==> src/rtl/tw_rom_sched.sv <==
// tw_rom_sched: sequencer for one radix-16 twiddle ROM instance.
// Optionally streams two half-rows of horizontal twiddles into the ROM stage-0
// buffer, then sweeps STAGE_NUM stages of BEATS enabled cycles each, separated
// by GAP_CYCLES disabled cycles.
module tw_rom_sched #(
   parameter int unsigned SC_WIDTH   = 3,
   parameter int unsigned S_WIDTH    = 4,
   parameter int unsigned STAGE_NUM  = 3,
   parameter int unsigned BEATS      = 256,
   parameter int unsigned GAP_CYCLES = 2,
   parameter int unsigned LOAD_ROWS  = 4
) (
   input  logic                CLK,
   input  logic                rst,
   input  logic                start,
   input  logic                load_en,
   input  logic                abort,
   input  logic                hd_valid,
   output logic                hd_ready,
   output logic [SC_WIDTH-1:0] stage_counter,
   output logic                CEN,
   output logic [S_WIDTH-1:0]  state,
   output logic [1:0]          ROM4_w,
   output logic                tw_valid,
   output logic                busy,
   output logic                done
);

   // One shared counter serves run beats, load beats and gap cycles.
   localparam int unsigned BEAT_W = ($clog2(BEATS) < 3) ? 3 : $clog2(BEATS);
   localparam int unsigned LOAD_W = $clog2(LOAD_ROWS + 1);
   localparam int unsigned GAP_W  = $clog2(GAP_CYCLES + 1);
   localparam int unsigned CW0    = (LOAD_W > BEAT_W) ? LOAD_W : BEAT_W;
   localparam int unsigned CW     = (GAP_W > CW0) ? GAP_W : CW0;

   // Phase codes seen by the ROM counters.
   localparam logic [S_WIDTH-1:0] ST_IDLE     = S_WIDTH'(0);
   localparam logic [S_WIDTH-1:0] ST_LOAD     = S_WIDTH'(2);
   localparam logic [S_WIDTH-1:0] ST_RUN_EVEN = S_WIDTH'(4);
   localparam logic [S_WIDTH-1:0] ST_RUN_ODD  = S_WIDTH'(6);
   localparam logic [S_WIDTH-1:0] ST_GAP      = S_WIDTH'(8);
   localparam logic [S_WIDTH-1:0] ST_DONE     = S_WIDTH'(9);

   localparam logic [CW-1:0]       LAST_BEAT  = CW'(BEATS - 1);
   localparam logic [CW-1:0]       LAST_ROW   = CW'(LOAD_ROWS - 1);
   localparam logic [CW-1:0]       LAST_GAP   = CW'(GAP_CYCLES - 1);
   localparam logic [SC_WIDTH-1:0] LAST_STAGE = SC_WIDTH'(STAGE_NUM - 1);

   typedef enum logic [2:0] {
      P_IDLE,
      P_LOAD_HI,
      P_LTURN,
      P_LOAD_LO,
      P_RUN,
      P_GAP,
      P_DONE
   } phase_t;

   phase_t               phase;
   logic [CW-1:0]        cnt;
   logic                 xfer;
   logic [SC_WIDTH-1:0]  next_stage;

   assign xfer       = hd_valid & hd_ready;
   assign next_stage = stage_counter + SC_WIDTH'(1);

   // Write strobe follows the live handshake so the ROM row index stays in step.
   always_comb begin
      ROM4_w = 2'd0;
      if (xfer && phase == P_LOAD_HI) ROM4_w = 2'd1;
      if (xfer && phase == P_LOAD_LO) ROM4_w = 2'd2;
   end

   // Phase sequencing with registered ROM controls.
   always_ff @(posedge CLK) begin
      if (rst) begin
         phase         <= P_IDLE;
         cnt           <= '0;
         stage_counter <= '1;
         CEN           <= 1'b1;
         state         <= ST_IDLE;
         hd_ready      <= 1'b0;
         tw_valid      <= 1'b0;
         busy          <= 1'b0;
         done          <= 1'b0;
      end else begin
         tw_valid <= ~CEN;
         done     <= 1'b0;
         if (abort) begin
            phase         <= P_IDLE;
            cnt           <= '0;
            stage_counter <= '1;
            CEN           <= 1'b1;
            state         <= ST_IDLE;
            hd_ready      <= 1'b0;
            busy          <= 1'b0;
         end else begin
            case (phase)
               P_IDLE: begin
                  if (start) begin
                     busy <= 1'b1;
                     cnt  <= '0;
                     if (load_en) begin
                        phase    <= P_LOAD_HI;
                        state    <= ST_LOAD;
                        hd_ready <= 1'b1;
                     end else begin
                        phase         <= P_RUN;
                        state         <= ST_RUN_EVEN;
                        stage_counter <= '0;
                        CEN           <= 1'b0;
                     end
                  end
               end
               P_LOAD_HI: begin
                  if (!hd_valid) begin
                     cnt <= '0;
                  end else if (cnt == LAST_ROW) begin
                     phase    <= P_LTURN;
                     cnt      <= '0;
                     hd_ready <= 1'b0;
                  end else begin
                     cnt <= cnt + CW'(1);
                  end
               end
               P_LTURN: begin
                  phase    <= P_LOAD_LO;
                  cnt      <= '0;
                  hd_ready <= 1'b1;
               end
               P_LOAD_LO: begin
                  if (!hd_valid) begin
                     cnt <= '0;
                  end else if (cnt == LAST_ROW) begin
                     phase         <= P_RUN;
                     cnt           <= '0;
                     hd_ready      <= 1'b0;
                     state         <= ST_RUN_EVEN;
                     stage_counter <= '0;
                     CEN           <= 1'b0;
                  end else begin
                     cnt <= cnt + CW'(1);
                  end
               end
               P_RUN: begin
                  if (cnt == LAST_BEAT) begin
                     cnt <= '0;
                     CEN <= 1'b1;
                     if (stage_counter == LAST_STAGE) begin
                        phase         <= P_DONE;
                        state         <= ST_DONE;
                        stage_counter <= '1;
                        done          <= 1'b1;
                     end else begin
                        phase <= P_GAP;
                        state <= ST_GAP;
                     end
                  end else begin
                     cnt <= cnt + CW'(1);
                  end
               end
               P_GAP: begin
                  if (cnt == LAST_GAP) begin
                     phase         <= P_RUN;
                     cnt           <= '0;
                     CEN           <= 1'b0;
                     stage_counter <= next_stage;
                     state         <= next_stage[0] ? ST_RUN_ODD : ST_RUN_EVEN;
                  end else begin
                     cnt <= cnt + CW'(1);
                  end
               end
               P_DONE: begin
                  phase         <= P_IDLE;
                  cnt           <= '0;
                  stage_counter <= '1;
                  CEN           <= 1'b1;
                  state         <= ST_IDLE;
                  hd_ready      <= 1'b0;
                  busy          <= 1'b0;
               end
               default: begin
                  phase <= P_IDLE;
                  state <= ST_IDLE;
                  busy  <= 1'b0;
               end
            endcase
         end
      end
   end

endmodule

==> config.mk <==
export PLATFORM = sky130hd
export DESIGN_NAME = tw_rom_sched
export DESIGN_NICKNAME = d
export VERILOG_FILES = /design/src/rtl/tw_rom_sched.sv
export SDC_FILE = /design/constraint.sdc
export NUM_CORES = 1
export LEC_CHECK = 0
export BUFFER_PORTS_ARGS = -buffer_cell sky130_fd_sc_hd__buf_2
export CELL_PAD_IN_SITES_DETAIL_PLACEMENT = 1
export CELL_PAD_IN_SITES_GLOBAL_PLACEMENT = 1
export CORE_MARGIN = 10
export CORE_UTILIZATION = 42
export CTS_CLUSTER_SIZE = 30
export DETAILED_ROUTE_END_ITERATION = 10
export MAX_ROUTING_LAYER = met4
export PLACE_DENSITY = 0.89
export SYNTH_ARGS = -nofsm -noshare
export SYNTH_HDL_FRONTEND = slang
export SYNTH_SLANG_ARGS = --single-unit
==> constraint.sdc <==
create_clock -name CLK -period 2.1 [get_ports CLK]
set_clock_uncertainty 0.05 [all_clocks]
set_input_delay 0.21 -clock CLK [delete_from_list [all_inputs] [get_ports CLK]]
set_output_delay 0.21 -clock CLK [all_outputs]
set_load 0.02 [all_outputs]
; ---- Word level (Yosys, flattened, before mapping)
; Cells that the tools add are included.
[classes]
add_sub_neg = 2
mul = 0
div = 0
order_cmp = 0
n_eq_ne = 22
shift = 0
n_mux = 48
bitwise_logic = 6
reduce_logical = 19
[op_table]
columns = cell, count
row1 = $mux W3, 16
row2 = $mux W8, 5
row3 = $pmux W8 S5, 1
row4 = $mux W4, 5
row5 = $pmux W4 S5, 1
row6 = $pmux W3 S6, 1
row7 = $ne A2 B2 Y1 const B, 8
row8 = $pmux W3 S5, 1
row9 = $reduce_and A7 Y1, 2
row10 = $mux W1, 12
row11 = $reduce_bool A5 Y1, 2
row12 = $eq A3 B2 Y1 const B, 3
row13 = $eq A3 B3 Y1 const B, 3
row14 = $add A8 B1 Y8 const B, 1
row15 = $eq A8 B1 Y1 const B, 1
row16 = $eq A8 B2 Y1 const B, 1
row17 = $eq A8 B8 Y1 const B, 1
row18 = $ne A2 B1 Y1 const B, 4
row19 = $reduce_and A8 Y1, 1
row20 = $reduce_or A2 Y1, 4
row21 = $mux W2, 3
row22 = $reduce_and A6 Y1, 1
row23 = $not A1 Y1, 5
row24 = $pmux W1 S5, 1
row25 = other kinds (12), 14
[totals]
register_bits = 23
latch_bits = 0
mem_bits_rw = 0
mem_bits_ro = 0
in_bits = 6
out_inout_bits = 14
mem_count = 0

; ---- Longest topological paths before layout
[depth]
word_depth = 4
depth_mapped = 7

; ---- Worst setup path after synthesis
; Ideal clock, no wire load.
[synth_timing]
path_kind = reg2reg
startpoint = register cnt[0]
endpoint = register stage_counter[0]
t_arrival_ps = 1628
required_ps = 1978
setup_slack_ps = 350
stages_incl_launch_ff = 7
period_less_slack_ps = 1750
path_cell_list = dfxtp_1 ha_1 nand3_1 o21ai_2 nand2_4 nor4_2 mux2i_1
[synth_between]
elab_chain_cells = 3
word_cells_on_any_way = 7
classes_between = 6 x eq/ne / 1 x reduce/logical
[synth_lines]
columns = item, line
row1 = from (decl), 60  ; logic [CW-1:0] cnt;
row2 = from (signal assigned), 123  ; cnt <= cnt + CW'(1);
row3 = from (signal assigned), 142  ; cnt <= cnt + CW'(1);
row4 = from (signal assigned), 159  ; cnt <= cnt + CW'(1);
row5 = "$eq A8 B1 Y1, or another cell as far along", 163  ; if (cnt == LAST_GAP) begin
row6 = $ne A2 B2 Y1 (no source line) or $ne A2 B1 Y1 (tied branches), -
row7 = $reduce_and A8 Y1 (no source line) (*), -
row8 = to (signal assigned), 167  ; stage_counter <= next_stage;
row9 = to (decl), 20  ; output logic [SC_WIDTH-1:0] stage_counter,
; Every way passes the cells marked *; elsewhere a longest branch is shown, timed or not.
; A chain may end at the register's enable or synchronous reset.

; ---- Worst setup path in the final report
[layout_timing]
startpoint = register cnt[1]
endpoint = register stage_counter[0]
; The elaborated chain is that of the path after synthesis.

==> results_dict.tcl <==
set metrics [dict create \
    status "completed" \
    hold_path_class "in2reg" \
    coreArea_um2 3310 \
    finalCritPeriodShare_pct 90.5 \
    cts-root-buf "clkbuf_4" \
    fillers 435 \
    setup_viol 0 \
    min-delay-start "abort" \
    cellPowerDensity_nw_per_um2 503 \
    place_congestion 0.916 \
    synth_area_leaders "dfxtp_1, a21oi_1, nor2_1, nand2_1, nand3_1" \
    final_util_pct 50.2 \
    finalNetCount 212 \
    yosys.area.top_type_share_pct 32.0 \
    grt_pass1_wl_mm 7.53 \
    rrSetupSlack_ps 200 \
    fmax_ghz 0.526 \
    ant_nets 0 \
    drive_gt1_share_pct 23.4 \
    tightest_slew_ps 605 \
    die_h_um 78.5 \
    rsz0062_at_grt "false" \
    drt-initial-drc-count 90 \
    clock-sinks 23 \
    drcViolationCount 0 \
    yosys.area.top_type "dfxtp_1" \
    async_reset_ff_share_pct 0 \
    overflow 0 \
    syn_avg_cell_area_um2 8.08 \
    syn-num-nets 188 \
    critPathLaunch "cnt[1]" \
    antenna_found_initial 0 \
    period_needed_ps 1900 \
    die-area_um2 6160 \
    cp_data_arrival_time_ps 2130 \
    initial_utilization_pct 43.4 \
    path_clk_slew_ps 130 \
    gr-usage-all-layers_pct 15.1 \
    synth_common_cells "dfxtp_1, nor2_1, a21oi_1" \
    via_per_inst 5.94 \
    clockBufferDepth 2 \
    vias 1467 \
    p_leak_nw 0.617 \
    criticalPathCategory "reg2reg" \
    synth.most_common_cell "dfxtp_1" \
    dr.pass1.iters 4 \
    clk_latency_ps 330 \
    setup_ws_ps 199 \
    worstSetupStartpointType "flip-flop" \
    numCtsBuffers 3 \
    grt_pass1_vias 1561 \
    ys.flop_type "dfxtp_1" \
    netlist_instances 178 \
    drv_cap 0 \
    ys_seq_area_share_pct 32.0 \
    io_buffers 19 \
    htree_levels 1 \
    relSlewSlack_pct 58.6 \
    synth_edf_count 0 \
    place_ws_ps 52.6 \
    endpoint_kind "flip-flop" \
    post_cts_buffers 0 \
    synth_area_um2 1440 \
    ioPinCount 20 \
    rows 21 \
    cp_max_fo 8 \
    grt_start_max_net_pins 23 \
    area_growth_pct 15.5 \
    slew_violations 0 \
    dp_hpwl_mm 3.30 \
    synth_cell_types 48 \
    worstPathRequired_ps 2320 \
    wl_per_cell_um 17.6 \
    die_x_um 78.5 \
    peakVddDrop_mv 0.321 \
    cts_tree "done" \
    yosys_warnings 0 \
    routed_wl_mm 4.35 \
    fin_tns_setup_ps 0 \
    worstReg2RegStart "cnt[1]" \
    finalHoldViolations 0 \
    ys_ff_latch 23 \
    antennaDiodeCount 0 \
]
## worst max-delay path, stage by stage (launching register included)
cell and delay (ps):
dfxtp_1 440, ha_2 270, nand3_1 130, o21ai_4 260, nand2_4 120, nor4_4 360, mux2i_1 210
## final cells by class
class / count / area (µm²) / area share (%)
inverter: 5 / 18.8 / 1.13
multi-input combinational: 141 / 927 / 55.8
tap: 46 / 57.6 / 3.47
sequential: 23 / 464 / 28.0
clock inverter: 1 / 5.00 / 0.301
clock buffer: 3 / 22.5 / 1.36
timing repair buffer: 28 / 165 / 9.95
## what timing repair did
item	in CTS	in global routing
endpoints found under the setup margin	0	15
gates resized for setup	0	7
endpoints found under the hold margin	1	0
hold buffers	1	0
## logic make-up after synthesis
group / count (synthesis) / share of synthesized area [%]
adder cells (fa/ha/maj): 4 / 3.48
AND/OR/NAND/NOR: 80 / 30.3
multiplexers: 4 / 2.79
buffers and inverters: 14 / 4.79
flip-flops: 23 / 32.0
AO/OA/AOI/OAI: 51 / 25.4
XOR/XNOR: 2 / 1.22
## routing by layer
layer / share of wire (%) / vias to the layer above / global-route usage (%)
met2: 53 / 18 / 26.8
met3: 3.1 / 9 / 2.51
met5: 0 / - / -
met4: 2.1 / 0 / 6.27
met1: 42 / 730 / 16.1
li1: - / 710 / -
## flip-flops by register name (all words and copies together), names as in the netlist
name,flops
stage_counter,3
phase,3
done,1
tw_valid,1
cnt,8
state,4
busy,1
CEN,1
hd_ready,1
## worst paths after layout
| check | cells after the start | end |
|---|---|---|
| hold / removal | 3 | stage_counter[2] |
| hold reg to reg | 1 | tw_valid |
| setup / recovery | 6 | stage_counter[0] |
| setup reg to reg | 6 | stage_counter[0] |
## layout by cell type, fill, tap and decap left out, drive strengths merged, types with 2 or more instances in the layout
cell type and count:
buf 27, dfxtp 23, nor2 18, a21oi 16
nand2 16, nand3 11, nor3 9, o21ai 6
inv 5, nand3b 5, nand4 4, o31ai 4
mux2i 4, o311ai 4, ha 4, nor4 4
a21o 3, o21a 3, a31oi 3, clkbuf 3
and3 3, and2 2, nor3b 2, or3 2
nor2b 2, o211ai 2
## report_power, final
| part | leakage (nW) | switching (mW) | internal [mW] | total (mW) |
|---|---|---|---|---|
| Combinational | 0.411 | 0.0935 | 0.0570 | 0.150 |
| Clock | 0.0177 | 0.149 | 0.0717 | 0.221 |
| Sequential | 0.188 | 0.0154 | 0.448 | 0.463 |
| Total | 0.617 | 0.258 | 0.576 | 0.835 |
## through the flow
| step | power (mW) | cell area [µm²] | instances | hold slack [ps] |
|---|---|---|---|---|
| floorplan | 0.568 | 1440 | 178 | 227 |
| global placement | 0.607 | 1600 | 242 | 334 |
| detailed placement | 0.616 | 1600 | 242 | 341 |
| CTS | 0.833 | 1640 | 247 | 208 |
| global route | 0.875 | 1660 | 247 | 265 |
| finish | 0.835 | 1660 | 247 | 223 |
(Power assumes the default switching activity.)
